$ cat config.mk
export PLATFORM = sky130hd
export DESIGN_NAME = alu_key_loader
export DESIGN_NICKNAME = d
export VERILOG_FILES = /design/src/rtl/alu_key_loader.sv
export SDC_FILE = /design/constraint.sdc
export NUM_CORES = 1
export LEC_CHECK = 0
export ABC_AREA = 1
export BUFFER_PORTS_ARGS = -buffer_cell sky130_fd_sc_hd__buf_2
export CAP_MARGIN = 30
export CORE_ASPECT_RATIO = 0.9
export CORE_MARGIN = 1
export CORE_UTILIZATION = 50
export CTS_CLUSTER_SIZE = 28
export DETAILED_ROUTE_END_ITERATION = 10
export GPL_TIMING_DRIVEN = 0
export PLACE_DENSITY = 0.79
export SETUP_SLACK_MARGIN = 0.2
export SLEW_MARGIN = 20
export SYNTH_ARGS = -nofsm -noshare
export SYNTH_HDL_FRONTEND = slang
export SYNTH_SLANG_ARGS = --single-unit
export TNS_END_PERCENT = 10
$ cat constraint.sdc
create_clock -name clk -period 2.6 [get_ports clk]
set_clock_uncertainty 0.1 [all_clocks]
set_input_delay 0 -clock clk [delete_from_list [all_inputs] [get_ports clk]]
set_output_delay 0 -clock clk [all_outputs]
set_load 0.005 [all_outputs]
$ cat src/rtl/alu_key_loader.sv
// Serial key loader for the locked ALU datapath.
// Accepts KEY_W key bits LSB-first followed by one even-parity bit over a
// valid/ready handshake, checks parity, then presents the key in parallel.
// locking_key stays all-zero until a frame passes, so the ALU runs in its
// wrong-key mode until then.
// Optional feature: define ALU_KEY_LOADER_OTP_EN to make the first good key
// one-time-programmable (start ignored after a successful load until reset).
// KEY_W must be at least 2.
module alu_key_loader #(
  parameter int unsigned KEY_W = 255,
  parameter int unsigned CNT_W = 9
) (
  input  logic             clk,
  input  logic             rst_n,
  input  logic             start,
  input  logic             abort,
  input  logic             key_sdi,
  input  logic             key_sdi_valid,
  output logic             key_sdi_ready,
  output logic [KEY_W-1:0] locking_key,
  output logic             key_valid,
  output logic             busy,
  output logic             err
);

  localparam logic [CNT_W-1:0] KeyCnt = CNT_W'(KEY_W);

  typedef enum logic [1:0] {
    StIdle,
    StShift,
    StCheck
  } state_e;

  state_e           state_q, state_d;
  logic [CNT_W-1:0] cnt_q, cnt_d;
  logic [KEY_W-1:0] shift_q, shift_d;
  logic             par_q, par_d;
  logic [KEY_W-1:0] key_q, key_d;
  logic             key_valid_q, key_valid_d;
  logic             err_q, err_d;
  logic             start_ok;

`ifdef ALU_KEY_LOADER_OTP_EN
  // A good key is permanent until reset; a failed load may be retried.
  assign start_ok = start & ~key_valid_q;
`else
  assign start_ok = start;
`endif

  // Next-state logic: load sequencing, bit capture and parity verdict.
  always_comb begin
    state_d     = state_q;
    cnt_d       = cnt_q;
    shift_d     = shift_q;
    par_d       = par_q;
    key_d       = key_q;
    key_valid_d = key_valid_q;
    err_d       = err_q;

    unique case (state_q)
      StIdle: begin
        if (start_ok) begin
          state_d     = StShift;
          cnt_d       = '0;
          shift_d     = '0;
          par_d       = 1'b0;
          key_d       = '0;
          key_valid_d = 1'b0;
          err_d       = 1'b0;
        end
      end
      StShift: begin
        if (abort) begin
          state_d = StIdle;
        end else if (key_sdi_valid) begin
          par_d = par_q ^ key_sdi;
          if (cnt_q < KeyCnt) begin
            // Shift in at the top: after KEY_W bits the first bit sits at index 0.
            shift_d = {key_sdi, shift_q[KEY_W-1:1]};
            cnt_d   = cnt_q + CNT_W'(1);
          end else begin
            // Counter saturated: this was the parity bit.
            state_d = StCheck;
          end
        end
      end
      StCheck: begin
        state_d = StIdle;
        if (!abort) begin
          if (!par_q) begin
            key_d       = shift_q;
            key_valid_d = 1'b1;
          end else begin
            err_d = 1'b1;
          end
        end
      end
      default: state_d = StIdle;
    endcase
  end

  // State registers with asynchronous active-low reset.
  always_ff @(posedge clk or negedge rst_n) begin
    if (!rst_n) begin
      state_q     <= StIdle;
      cnt_q       <= '0;
      shift_q     <= '0;
      par_q       <= 1'b0;
      key_q       <= '0;
      key_valid_q <= 1'b0;
      err_q       <= 1'b0;
    end else begin
      state_q     <= state_d;
      cnt_q       <= cnt_d;
      shift_q     <= shift_d;
      par_q       <= par_d;
      key_q       <= key_d;
      key_valid_q <= key_valid_d;
      err_q       <= err_d;
    end
  end

  // Outputs: ready and busy decode directly from state.
  always_comb begin
    key_sdi_ready = (state_q == StShift);
    busy          = (state_q != StIdle);
    locking_key   = key_q;
    key_valid     = key_valid_q;
    err           = err_q;
  end

endmodule

Word-level counts from Yosys, hierarchy flattened. Cells that the tools add are included.

Input port bits: 6. Register bits after elaboration: 524. Bits in read-only memories: 0. Output and inout port bits: 259. Latch bits: 0. Memory bits (writable): 0. Memories: 0.

Reduce and logical (&&, ||, !) cells: 9. Bitwise logic cells: 1. Multipliers: 0. Equality and inequality tests: 11. Multiplexer cells: 28. Divide/modulo/power cells: 0. $add $sub $neg: 1. Order comparisons: 1. Shift operators: 0.

Operators by type and width (count): 255-bit two-way mux (6); 255-bit one-hot mux with 2 select lines (2); 9-bit two-way mux (4); 9-bit one-hot mux with 2 select lines (1); 2-bit inequality test, second input constant (6); 4-bit AND reduction (3); 9-bit by 1-bit adder with 9-bit output, second input constant (1); 9-bit by 8-bit less-than comparator with 1-bit output, second input constant (1); 2-bit two-way mux (4); 1-bit two-way mux (7); 3-bit inequality test, second input constant (2); 1-bit one-hot mux with 2 select lines (3); 2-bit nonzero test (3); 5-bit AND reduction (1); 2-bit one-hot mux with 2 select lines (1); 3-bit AND reduction (1); 2-bit by 1-bit equality test with 1-bit output, second input constant (1); 2-bit equality test, second input constant (1); 2-bit zero test (1); 2-bit by 1-bit inequality test with 1-bit output, second input constant (1); 1-bit XOR (1).

Logic depth before layout (Yosys ltp).
Word-level depth: 5. Mapped depth: 11.

Worst setup path after synthesis. No wires, ideal clock.

Kind: reg-to-reg. Start: register cnt_q[2]. End: register shift_q[141]. Setup time: 0.066 ns. Slack: 0.944 ns. Arrival time: 1.489 ns. Cell stages (with the launch flop): 10. Required time: 2.434 ns. Cell sequence: dfrtp_1 nand3_1 nor2_1 nand2_1 nand3_1 nand2_1 clkbuf_1 buf_1 nand3_1 nand2_1.

Longest elaborated chain between the ends: 3.

Ends and longest elaborated chain: from (decl) (RTL line 35) `logic [CNT_W-1:0] cnt_q, cnt_d;`; from (signal assigned) (RTL line 114) `cnt_q <= cnt_d;`; 9-bit by 8-bit less-than comparator with 1-bit output (RTL line 77) `if (cnt_q < KeyCnt) begin`; 2-bit by 1-bit inequality test with 1-bit output (no source line); 5-bit AND reduction (no source line); to (signal assigned) (RTL line 115) `shift_q <= shift_d;`; to (decl) (RTL line 36) `logic [KEY_W-1:0] shift_q, shift_d;`.

No other way between the ends. A chain may end at the register's enable or synchronous reset.

Worst setup path in the final report.
Start: register state_q[1]. End: register key_q[29] (netlist: locking_key[29]).

Longest elaborated chain between the ends: 3. Elaborated cells between the ends (all ways): 8. Classes of those cells: eq/ne (4); mux (1); reduce/logical (3).

Ends and longest elaborated chain: from (decl) (RTL line 34) `state_e state_q, state_d;`; from (signal assigned) (RTL line 105) `state_q <= StIdle;`; from (signal assigned) (RTL line 113) `state_q <= state_d;`; 2-bit equality test / 2-bit zero test (equally long branches) (RTL line 60) `unique case (state_q)`; 2-bit inequality test (no source line) / 2-bit nonzero test (equally long branches); 4-bit AND reduction (no source line); to (signal assigned) (RTL line 117) `key_q <= key_d;`; to (decl) (RTL line 38) `logic [KEY_W-1:0] key_q, key_d;`.

Several ways; a longest one is shown, not always the timed one.

==> results.txt <==
Global placer's final weighted congestion: 0.816
Syn Nets: 2596
R2r setup slk: 0.25 ns
Yosys cell types: 21
CP arrival: 2.73 ns
Synthesized area: 22200 um2
Status: finished, final reports clean
I/O Buffers: 264
Gate Count Post-Synth: 2589
Pleak: 13.6 nW
Fin crit share: 0.905
Most area-consuming cells after synthesis: dfrtp_1 (59%), nand2_1 (14%), nand3_1 (6.1%)
Routed Antenna Nets: 0
Ys Warns: 0
Synthesis-to-finish area growth: 18.1%
Max-cap violations: 0
CP Class: flip-flop to flip-flop
Commonest cells in the netlist: nand2_1 (812), dfrtp_1 (524), nor2_1 (277), nand3_1 (270), inv_1 (265)
FFs w/ async S/R, synth: 1.00
Post-Layout Cell Count: 3548
Antenna violations before repair: 1
Routing usage on met2: 0.385
Layout cells sized above 1: 0.188
Total global routing overflow: 0
Syn_area_per_cell: 8.56 um2
Via density: 5.12
Final hold violation count: 0
First drt pass iteration count: 6
CTS max path bufs: 3
Placed inst area: 24400 um2
RSZ-0062 raised after global routing: true
Setup-failing EPs final: 0
Crit path required time: 2.97 ns
Max Clock Freq: 425 MHz
First-pass GRT wire length: 88.4 mm
Sink Count: 524
CTS H-Tree Depth: 2
Final instance area: 26200 um2
Synth Flop Type: dfrtp_1
DP Cell Count: 3451
CTS tree: done
GR Util met1: 0.331
Fillers: 3580
All-Layer GR Usage: 0.241
Worst-Margin Slew: 0.673 ns
Die area: 45100 um2
Postcts setup bufs: 0
Total power: 17.1 mW
Fin crit period: 2.35 ns
EDFF count, synth: 0
Initial Util: 0.511
Global route hottest layer: met2
Met3 Use GR: 0.0464
Crit. End Element: flip-flop
Drt drc: 0
Place WS: 0.0458 ns
Routed WL: 53.7 mm
Register area: 13100 um2
DR vias: 18200
CTS root buf: clkbuf_16
Setup TNS: 0 ns
Slew Limit Fails: 0
WL per Instance: 15.1 um
Largest net degree at the start of global routing: 101
Clock Latency Late Sink: 0.58 ns
Core area: 43300 um2
Post-layout util: 0.604
Hold WS: 0.271 ns
PwrDens: 655 nW/um2
Worst Hold Class: primary input to flip-flop
Peak supply drop: 442 uV
Site Rows: 72
Crit Path Max Fanout: 10
Seq/Total Area, Yosys: 0.592
CP startpoint kind: flip-flop
Cts bufs inserted: 53
Final worst setup slack: 0.246 ns
Die W: 224 um
Count leader, synth: nand2_1
Area of the multi-input gates: 7190 um2
Synth area leader: dfrtp_1
Worst-path clk slew: 0.06 ns
DP HPWL: 37.0 mm
Final #Nets: 2931
Worst slew margin: 0.552
Number of synthesized register bits: 524
Vias in the first global route: 17500
Chip Height: 202 um
DRT iter0 DRCs: 1531
Post-synth top area share: 0.592
Io pins: 265
-- cell type report --
type | count | area share
buffer | 171 | 0.0325
multi-input combinational | 1627 | 0.275
clock inverter | 11 | 0.00536
sequential | 524 | 0.501
antenna | 1 | 0.0000957
timing repair buffer | 280 | 0.0614
tap | 592 | 0.0283
clock buffer | 75 | 0.0577
inverter | 267 | 0.0383
-- layout by cell type, fill, tap and decap left out --
cell             n
dlygate4sd3_1    9
diode_2          1
inv_2            2
a32o_1           1
nor2_4           2
clkbuf_1        72
xor2_1           1
nand2_2          2
clkinvlp_4       1
buf_12           1
clkinv_4         2
buf_16           6
nor2_1         277
o21ai_0        144
dfrtp_1        524
a31oi_1          1
nand3_1        270
a21oi_1          3
clkinv_2         5
clkbuf_2         3
clkbuf_8        10
clkbuf_4         1
ha_1             1
nand2_1        812
buf_6           12
o21ai_1         12
o21ai_2        100
buf_1            7
clkbuf_16       53
buf_8            1
nor3_2           1
buf_2          351
inv_1          265
bufinv_16        3
-- final timing paths --
path	from	endpoint	cells after the start
max	state_q[1]	locking_key[29]	9
min	key_sdi	shift_q[254]	6
max reg2reg	state_q[1]	locking_key[29]	9
min reg2reg	shift_q[211]	shift_q[211]	2
max in group asynchronous	rst_n	locking_key[65]	6
min in group asynchronous	rst_n	locking_key[198]	4
-- layer usage --
metal | vias up | share of wire
met4 | 0 | 0.028
met5 | - | 0
met1 | 8884 | 0.44
met3 | 93 | 0.061
li1 | 8640 | -
met2 | 545 | 0.47
-- flip-flops by register name, indices dropped and copies added (netlist names) --
register,count
shift_q,255
par_q,1
locking_key,255
err,1
cnt_q,9
state_q,2
key_valid,1
-- cell families (layout without fill, tap and decap cells) --
| family | count (synthesis) | count (layout) | share of synthesized area |
|---|---|---|---|
| buffers and inverters | 438 | 804 | 0.0833 |
| AND/OR/NAND/NOR | 1364 | 1364 | 0.248 |
| adder cells (fa/ha/maj) | 1 | 1 | 0.000565 |
| XOR/XNOR | 1 | 1 | 0.000395 |
| other | 0 | 1 | 0 |
| AO/OA/AOI/OAI | 261 | 261 | 0.0762 |
| flip-flops | 524 | 524 | 0.592 |
-- worst max-delay path: stages (launching register included) --
cell and delay [ns]:
dfrtp_1 0.47, nor2_1 0.20, nand2_1 0.11, nand2_1 0.09, nor3_2 0.06, inv_1 0.23
buf_2 0.47, buf_2 0.32, nand2_1 0.07, o21ai_0 0.11
-- repair_timing --
item / CTS / global route
resized for setup: 2 / 3
endpoints found under the setup margin: 140 / 192
endpoints found under the hold margin: 118 / 0
hold buffers: 10 / 0
-- report_power, final --
group,leakage (nW),internal [mW],switching (mW)
sequential,7.32,8.18,0.0251
clock,0.810,4.29,3.08
combinational,5.44,0.326,1.22
total,13.6,12.8,4.33
Power figures use the tool's default switching activity.
